File: src/rtl/practica_fsm_pkg.sv
// Shared constants for the six-state bidirectional sequence generator:
// default state codes, state indices, direction encoding and widths.
package practica_fsm_pkg;

  localparam int CODE_W = 4;
  localparam int SEQ_W  = CODE_W + 1;
  localparam int IDX_W  = 3;

  typedef enum logic [IDX_W-1:0] {
    IDX_S0 = 3'd0,
    IDX_S1 = 3'd1,
    IDX_S2 = 3'd2,
    IDX_S3 = 3'd3,
    IDX_S4 = 3'd4,
    IDX_S5 = 3'd5
  } state_e;

  localparam logic [IDX_W-1:0] IDX_LAST = 3'd5;

  localparam logic DIR_UP   = 1'b1;
  localparam logic DIR_DOWN = 1'b0;

  localparam logic [CODE_W-1:0] DEF_S0 = 4'b0000;
  localparam logic [CODE_W-1:0] DEF_S1 = 4'b0010;
  localparam logic [CODE_W-1:0] DEF_S2 = 4'b0011;
  localparam logic [CODE_W-1:0] DEF_S3 = 4'b0101;
  localparam logic [CODE_W-1:0] DEF_S4 = 4'b0111;
  localparam logic [CODE_W-1:0] DEF_S5 = 4'b1010;

endpackage

File: src/rtl/practica_fsm_if.sv
// Control/output bundle of practica_fsm: step controls in, registered {dir, code} out.
interface practica_fsm_if
  import practica_fsm_pkg::*;
();

  logic             enable;
  logic             up_down;
  logic [SEQ_W-1:0] seq;

  modport master (output enable, output up_down, input seq);
  modport slave  (input enable, input up_down, output seq);

endinterface

File: src/rtl/practica_fsm_next.sv
// Combinational next-index/next-direction logic with ring wrap.
// Illegal index handling depends on PRACTICA_FSM_ILLEGAL_RECOVER_EN.
module practica_fsm_next
  import practica_fsm_pkg::*;
(
  input  logic [IDX_W-1:0] idx_i,
  input  logic             enable_i,
  input  logic             up_down_i,
  input  logic             dir_i,
  output logic [IDX_W-1:0] idx_o,
  output logic             dir_o
);

  always_comb begin
    idx_o = idx_i;
    dir_o = dir_i;
    if (idx_i > IDX_LAST) begin
      // Out-of-ring index: either snap back to S0 or park there indefinitely
`ifdef PRACTICA_FSM_ILLEGAL_RECOVER_EN
      idx_o = IDX_S0;
`else
      idx_o = idx_i;
`endif
    end else if (enable_i) begin
      dir_o = up_down_i;
      if (up_down_i == DIR_UP) begin
        idx_o = (idx_i == IDX_LAST) ? IDX_S0 : idx_i + 3'd1;
      end else begin
        idx_o = (idx_i == IDX_S0) ? IDX_LAST : idx_i - 3'd1;
      end
    end
  end

endmodule

File: src/rtl/practica_fsm.sv
// Six-state bidirectional sequence generator; seq = {dir, code} straight from flops.
// Optional illegal-index recovery: define PRACTICA_FSM_ILLEGAL_RECOVER_EN.
module practica_fsm
  import practica_fsm_pkg::*;
#(
  parameter logic [CODE_W-1:0] S0 = DEF_S0,
  parameter logic [CODE_W-1:0] S1 = DEF_S1,
  parameter logic [CODE_W-1:0] S2 = DEF_S2,
  parameter logic [CODE_W-1:0] S3 = DEF_S3,
  parameter logic [CODE_W-1:0] S4 = DEF_S4,
  parameter logic [CODE_W-1:0] S5 = DEF_S5
) (
  input  logic           clk,
  input  logic           rst,
  practica_fsm_if.slave  bus
);

  logic [IDX_W-1:0]  idx_q,  idx_d;
  logic              dir_q,  dir_d;
  logic [CODE_W-1:0] code_q, code_d;

  practica_fsm_next u_next (
    .idx_i     (idx_q),
    .enable_i  (bus.enable),
    .up_down_i (bus.up_down),
    .dir_i     (dir_q),
    .idx_o     (idx_d),
    .dir_o     (dir_d)
  );

  // Code is looked up from the next index so it lands in the same edge as the index
  always_comb begin
    code_d = '0;
    case (idx_d)
      IDX_S0:  code_d = S0;
      IDX_S1:  code_d = S1;
      IDX_S2:  code_d = S2;
      IDX_S3:  code_d = S3;
      IDX_S4:  code_d = S4;
      IDX_S5:  code_d = S5;
      default: code_d = '0;
    endcase
  end

  always_ff @(posedge clk or negedge rst) begin
    if (!rst) begin
      idx_q  <= IDX_S0;
      dir_q  <= DIR_UP;
      code_q <= S0;
    end else begin
      idx_q  <= idx_d;
      dir_q  <= dir_d;
      code_q <= code_d;
    end
  end

  assign bus.seq = {dir_q, code_q};

`ifdef PRACTICA_FSM_ILLEGAL_RECOVER_EN
  illegal_idx_a: assert property (@(posedge clk) disable iff (!rst) idx_q <= IDX_LAST);
`endif

endmodule

File: src/flat_wrapper.sv
// flat-port wrapper written by rule: the top's interface ports become plain ports
module practica_fsm_flat import practica_fsm_pkg::*;
#(
  parameter logic [CODE_W-1:0] S0 = DEF_S0,
  parameter logic [CODE_W-1:0] S1 = DEF_S1,
  parameter logic [CODE_W-1:0] S2 = DEF_S2,
  parameter logic [CODE_W-1:0] S3 = DEF_S3,
  parameter logic [CODE_W-1:0] S4 = DEF_S4,
  parameter logic [CODE_W-1:0] S5 = DEF_S5
)
  (clk, rst, bus_enable, bus_up_down, bus_seq);
  practica_fsm_if bus_i ();
  input  logic clk;
  input  logic rst;
  input wire logic [$bits(bus_i.enable)-1:0] bus_enable;
  input wire logic [$bits(bus_i.up_down)-1:0] bus_up_down;
  output wire logic [$bits(bus_i.seq)-1:0] bus_seq;
  assign bus_i.enable = bus_enable;
  assign bus_i.up_down = bus_up_down;
  assign bus_seq = bus_i.seq;
  practica_fsm #(.S0(S0), .S1(S1), .S2(S2), .S3(S3), .S4(S4), .S5(S5)) u_core (.clk(clk), .rst(rst), .bus(bus_i));
endmodule
File: config.mk
export PLATFORM = sky130hd
export DESIGN_NAME = practica_fsm_flat
export DESIGN_NICKNAME = d
export VERILOG_FILES = /design/src/rtl/practica_fsm_pkg.sv /design/src/rtl/practica_fsm_if.sv /design/src/rtl/practica_fsm_next.sv /design/src/rtl/practica_fsm.sv /design/src/flat_wrapper.sv
export SDC_FILE = /design/constraint.sdc
export NUM_CORES = 1
export LEC_CHECK = 0
export ABC_AREA = 0
export BUFFER_PORTS_ARGS = -buffer_cell sky130_fd_sc_hd__buf_2
export CELL_PAD_IN_SITES_DETAIL_PLACEMENT = 0
export CELL_PAD_IN_SITES_GLOBAL_PLACEMENT = 1
export CORE_AREA = 10 10 47 49
export DETAILED_ROUTE_END_ITERATION = 8
export DIE_AREA = 0 0 57 59
export PLACE_DENSITY_LB_ADDON = 0.1
export SLEW_MARGIN = 20
export SYNTH_ARGS = -nofsm -noshare
export SYNTH_HDL_FRONTEND = slang
export SYNTH_SLANG_ARGS = --single-unit
File: constraint.sdc
create_clock -name clk -period 1.6 [get_ports clk]
set_input_delay 0.08 -clock clk [delete_from_list [all_inputs] [get_ports clk]]
set_output_delay 0.08 -clock clk [all_outputs]
set_load 0.01 [all_outputs]
==> flow_metrics.py <==
metrics = {
    "outcome": {
        "status": "finished, final reports clean",
    },
    "drt": {
        "wire_per_inst_um": 11.97,
        "num_vias": 347,
        "post-route-drc-count": 0,
        "drtIter0Drc": 6,
        "via_per_inst": 4.627,
        "drtPass1Iterations": 4,
        "wl_um": 898,
        "antenna_left": 0,
    },
    "worst_setup_path": {
        "cp-start-kind": "flop",
        "critPathMaxStageDelay_ps": 400,
        "r2r_cells": 7,
        "reg2reg_to": "u_core.code_q[1]",
        "slowest_stage": "dfrtp_1",
        "worst-setup-path-type": "flop to flop",
        "path_buf_inv": 2,
        "path_cells": "inv_2 > ha_4 > nor3b_2 > a211oi_2 > buf_4 > nand2_1 > xor2_1",
        "crit_family": "flip-flops",
        "worst-path-max-fanout": 4,
        "r2r_start": "u_core.idx_q[2]",
        "required_ps": 1740,
        "crit_arrival_ps": 1660,
        "rrSetupSlack_ps": 80,
        "end_kind": "flop",
    },
    "global_routing": {
        "grt_max_degree": 10,
        "grt_pass1_wl_um": 1580,
        "grt_antenna_before_repair": 0,
        "grt_usage_pct": 6.076,
        "grt_pass1_vias": 375,
        "overflow": 0,
    },
    "yosys": {
        "synth_seq_area_share_pct": 49.39,
        "synthCells": 41,
        "ys_warn_count": 0,
        "ys_ff_latch": 8,
        "syn_nets": 46,
        "ys_types": 21,
        "syn-cell-area_sq_um": 407.9,
        "synth.avg_cell_area_sq_um": 9.949,
    },
    "job": {
        "max-cap-violations": 0,
    },
    "cts": {
        "clockRootBuffer": "clkbuf_4",
        "htree_levels": 1,
        "clk_path_buf_depth": 2,
        "path_clk_slew_ps": 60,
        "cts_inserted_buffers": 3,
        "clk_latency_ps": 260,
        "cts_tree": "built",
        "cts.sinks": 8,
    },
    "finish": {
        "layout-drive-gt1-share_pct": 45.76,
        "utilization_pct": 40.45,
        "syn_to_final_growth_pct": 38.96,
        "n_fill_cell": 145,
        "final_cell_mix": "buf_2, dfrtp_1, buf_4",
        "final_common_cell": "buf_2",
        "nets": 65,
        "n_antenna_cell": 0,
    },
    "min_path": {
        "hp-class": "input port to async pin",
    },
    "timing": {
        "fin_ws_ps": 78.60,
        "fmax_mhz": 657.3,
        "fin_crit_sh_pct": 95.09,
        "hold_viol": 0,
        "finClkSkew_ps": 9.376,
        "slew_violations": 0,
        "setup_violations": 0,
        "fin_crit_ps": 1521,
        "tightest_slew_ps": 230.4,
        "slew_headroom_pct": 84.54,
    },
    "floorplan": {
        "initial_core_util_pct": 29.11,
        "io_pins": 9,
        "rows": 14,
        "core_area_sq_um": 1401,
        "die_y_um": 59,
        "die_w_um": 57,
        "fp.dieArea_sq_um": 3363,
    },
    "power": {
        "p_leak_nw": 0.2559,
        "peakVddDrop_mv": 0.4504,
        "power.density_nw_per_um2": 981.2,
        "p_total_w": 0.0005561,
    },
    "placed_design": {
        "portBuffers": 8,
        "gp_congestion": 0.6497,
        "pre_cts_slack_ps": 0.1396,
        "hpwl_um": 700.1,
    },
}
synth_stat cells:
master	number	area, sq um
a211oi_1	1	7.510
a21boi_0	1	7.510
a21oi_1	2	10.01
a221o_1	1	10.01
buf_4	1	7.510
dfrtp_1	7	175.2
dfstp_2	1	26.28
ha_1	1	12.51
inv_1	3	11.26
mux2_2	1	11.26
nand2_1	4	15.01
nand2b_1	5	31.28
nand3_1	3	15.01
nand3b_1	1	7.510
nor2_1	2	7.510
nor3b_1	1	7.510
o21ai_0	1	5.000
o21ai_1	1	5.000
o21ai_2	2	17.52
or2_4	1	8.760
xor2_1	1	8.760
layer usage:
layer | up-vias | track usage [%] | part of all wire [%]
met3 | 5 | 1.288 | 2.6
met5 | - | 0 | 0
met4 | 0 | 6.040 | 4.9
met1 | 162 | 5.168 | 38
met2 | 6 | 11.32 | 55
li1 | 174 | - | -
flip-flops by register name (all words and copies together) (netlist names):
| register | count |
|---|---|
| u_core.code_q | 4 |
| u_core.dir_q | 1 |
| u_core.idx_q | 3 |
layout make-up:
class	count	area, sq um	share of cell area [%]
clock buffer	4	26.28	4.636
tap	16	20.02	3.532
inverter	3	11.26	1.987
multi-input combinational	29	212.7	37.53
timing repair buffer	15	95.09	16.78
sequential	8	201.4	35.54
repair_timing:
| item | in CTS | in global routing |
|---|---|---|
| hold endpoints to repair | 8 | 0 |
| hold buffers | 1 | 0 |
| setup buffers | 0 | 1 |
| gates resized for setup | 1 | 5 |
| pin swaps | 0 | 1 |
| setup endpoints to repair | 1 | 4 |
report_power, final:
group / switching [W] / internal (W)
sequential: 0.0000141 / 0.000237
clock: 0.0000713 / 0.0000955
combinational: 0.0000805 / 0.0000575
total: 0.000166 / 0.000390
worst max-delay path by stage:
stage | startpoint | end | cells past startpoint
after CTS | u_core.idx_q[1] | u_core.code_q[1] | 7
after floorplan | u_core.idx_q[0] | u_core.code_q[1] | 6
after global routing | u_core.idx_q[1] | u_core.code_q[3] | 6
final | u_core.idx_q[2] | u_core.code_q[1] | 7
after global placement | u_core.idx_q[2] | u_core.code_q[1] | 7
after detailed placement | u_core.idx_q[2] | u_core.code_q[1] | 7
cell families after synthesis:
group / count (synthesis) / share of synthesized area [%]
AO/OA/AOI/OAI: 9 / 15.34
XOR/XNOR: 1 / 2.148
adder cells (fa/ha/maj): 1 / 3.067
buffers and inverters: 4 / 4.602
flip-flops: 8 / 49.39
multiplexers: 1 / 2.761
AND/OR/NAND/NOR: 17 / 22.70
worst register-to-register path, cell delays in order (launching register included):
cell and delay [ps]:
dfrtp_1 400, inv_2 80, ha_4 260, nor3b_2 40, a211oi_2 240, buf_4 170, nand2_1 60, xor2_1 150
through the flow:
| stage | hold slack, ps | setup TNS [ps] | cells | cell area [sq um] |
|---|---|---|---|---|
| after detailed placement | -71.81 | 0 | 69 | 498.0 |
| after global placement | -76.89 | 0 | 69 | 498.0 |
| final | 183.8 | 0 | 75 | 566.8 |
| after CTS | 170.1 | 0 | 74 | 539.3 |
| after global routing | 196.2 | -0.9565 | 75 | 566.8 |
| after floorplan | -215.6 | 0 | 41 | 407.9 |
Note: power is estimated with default switching activity, not from simulation.
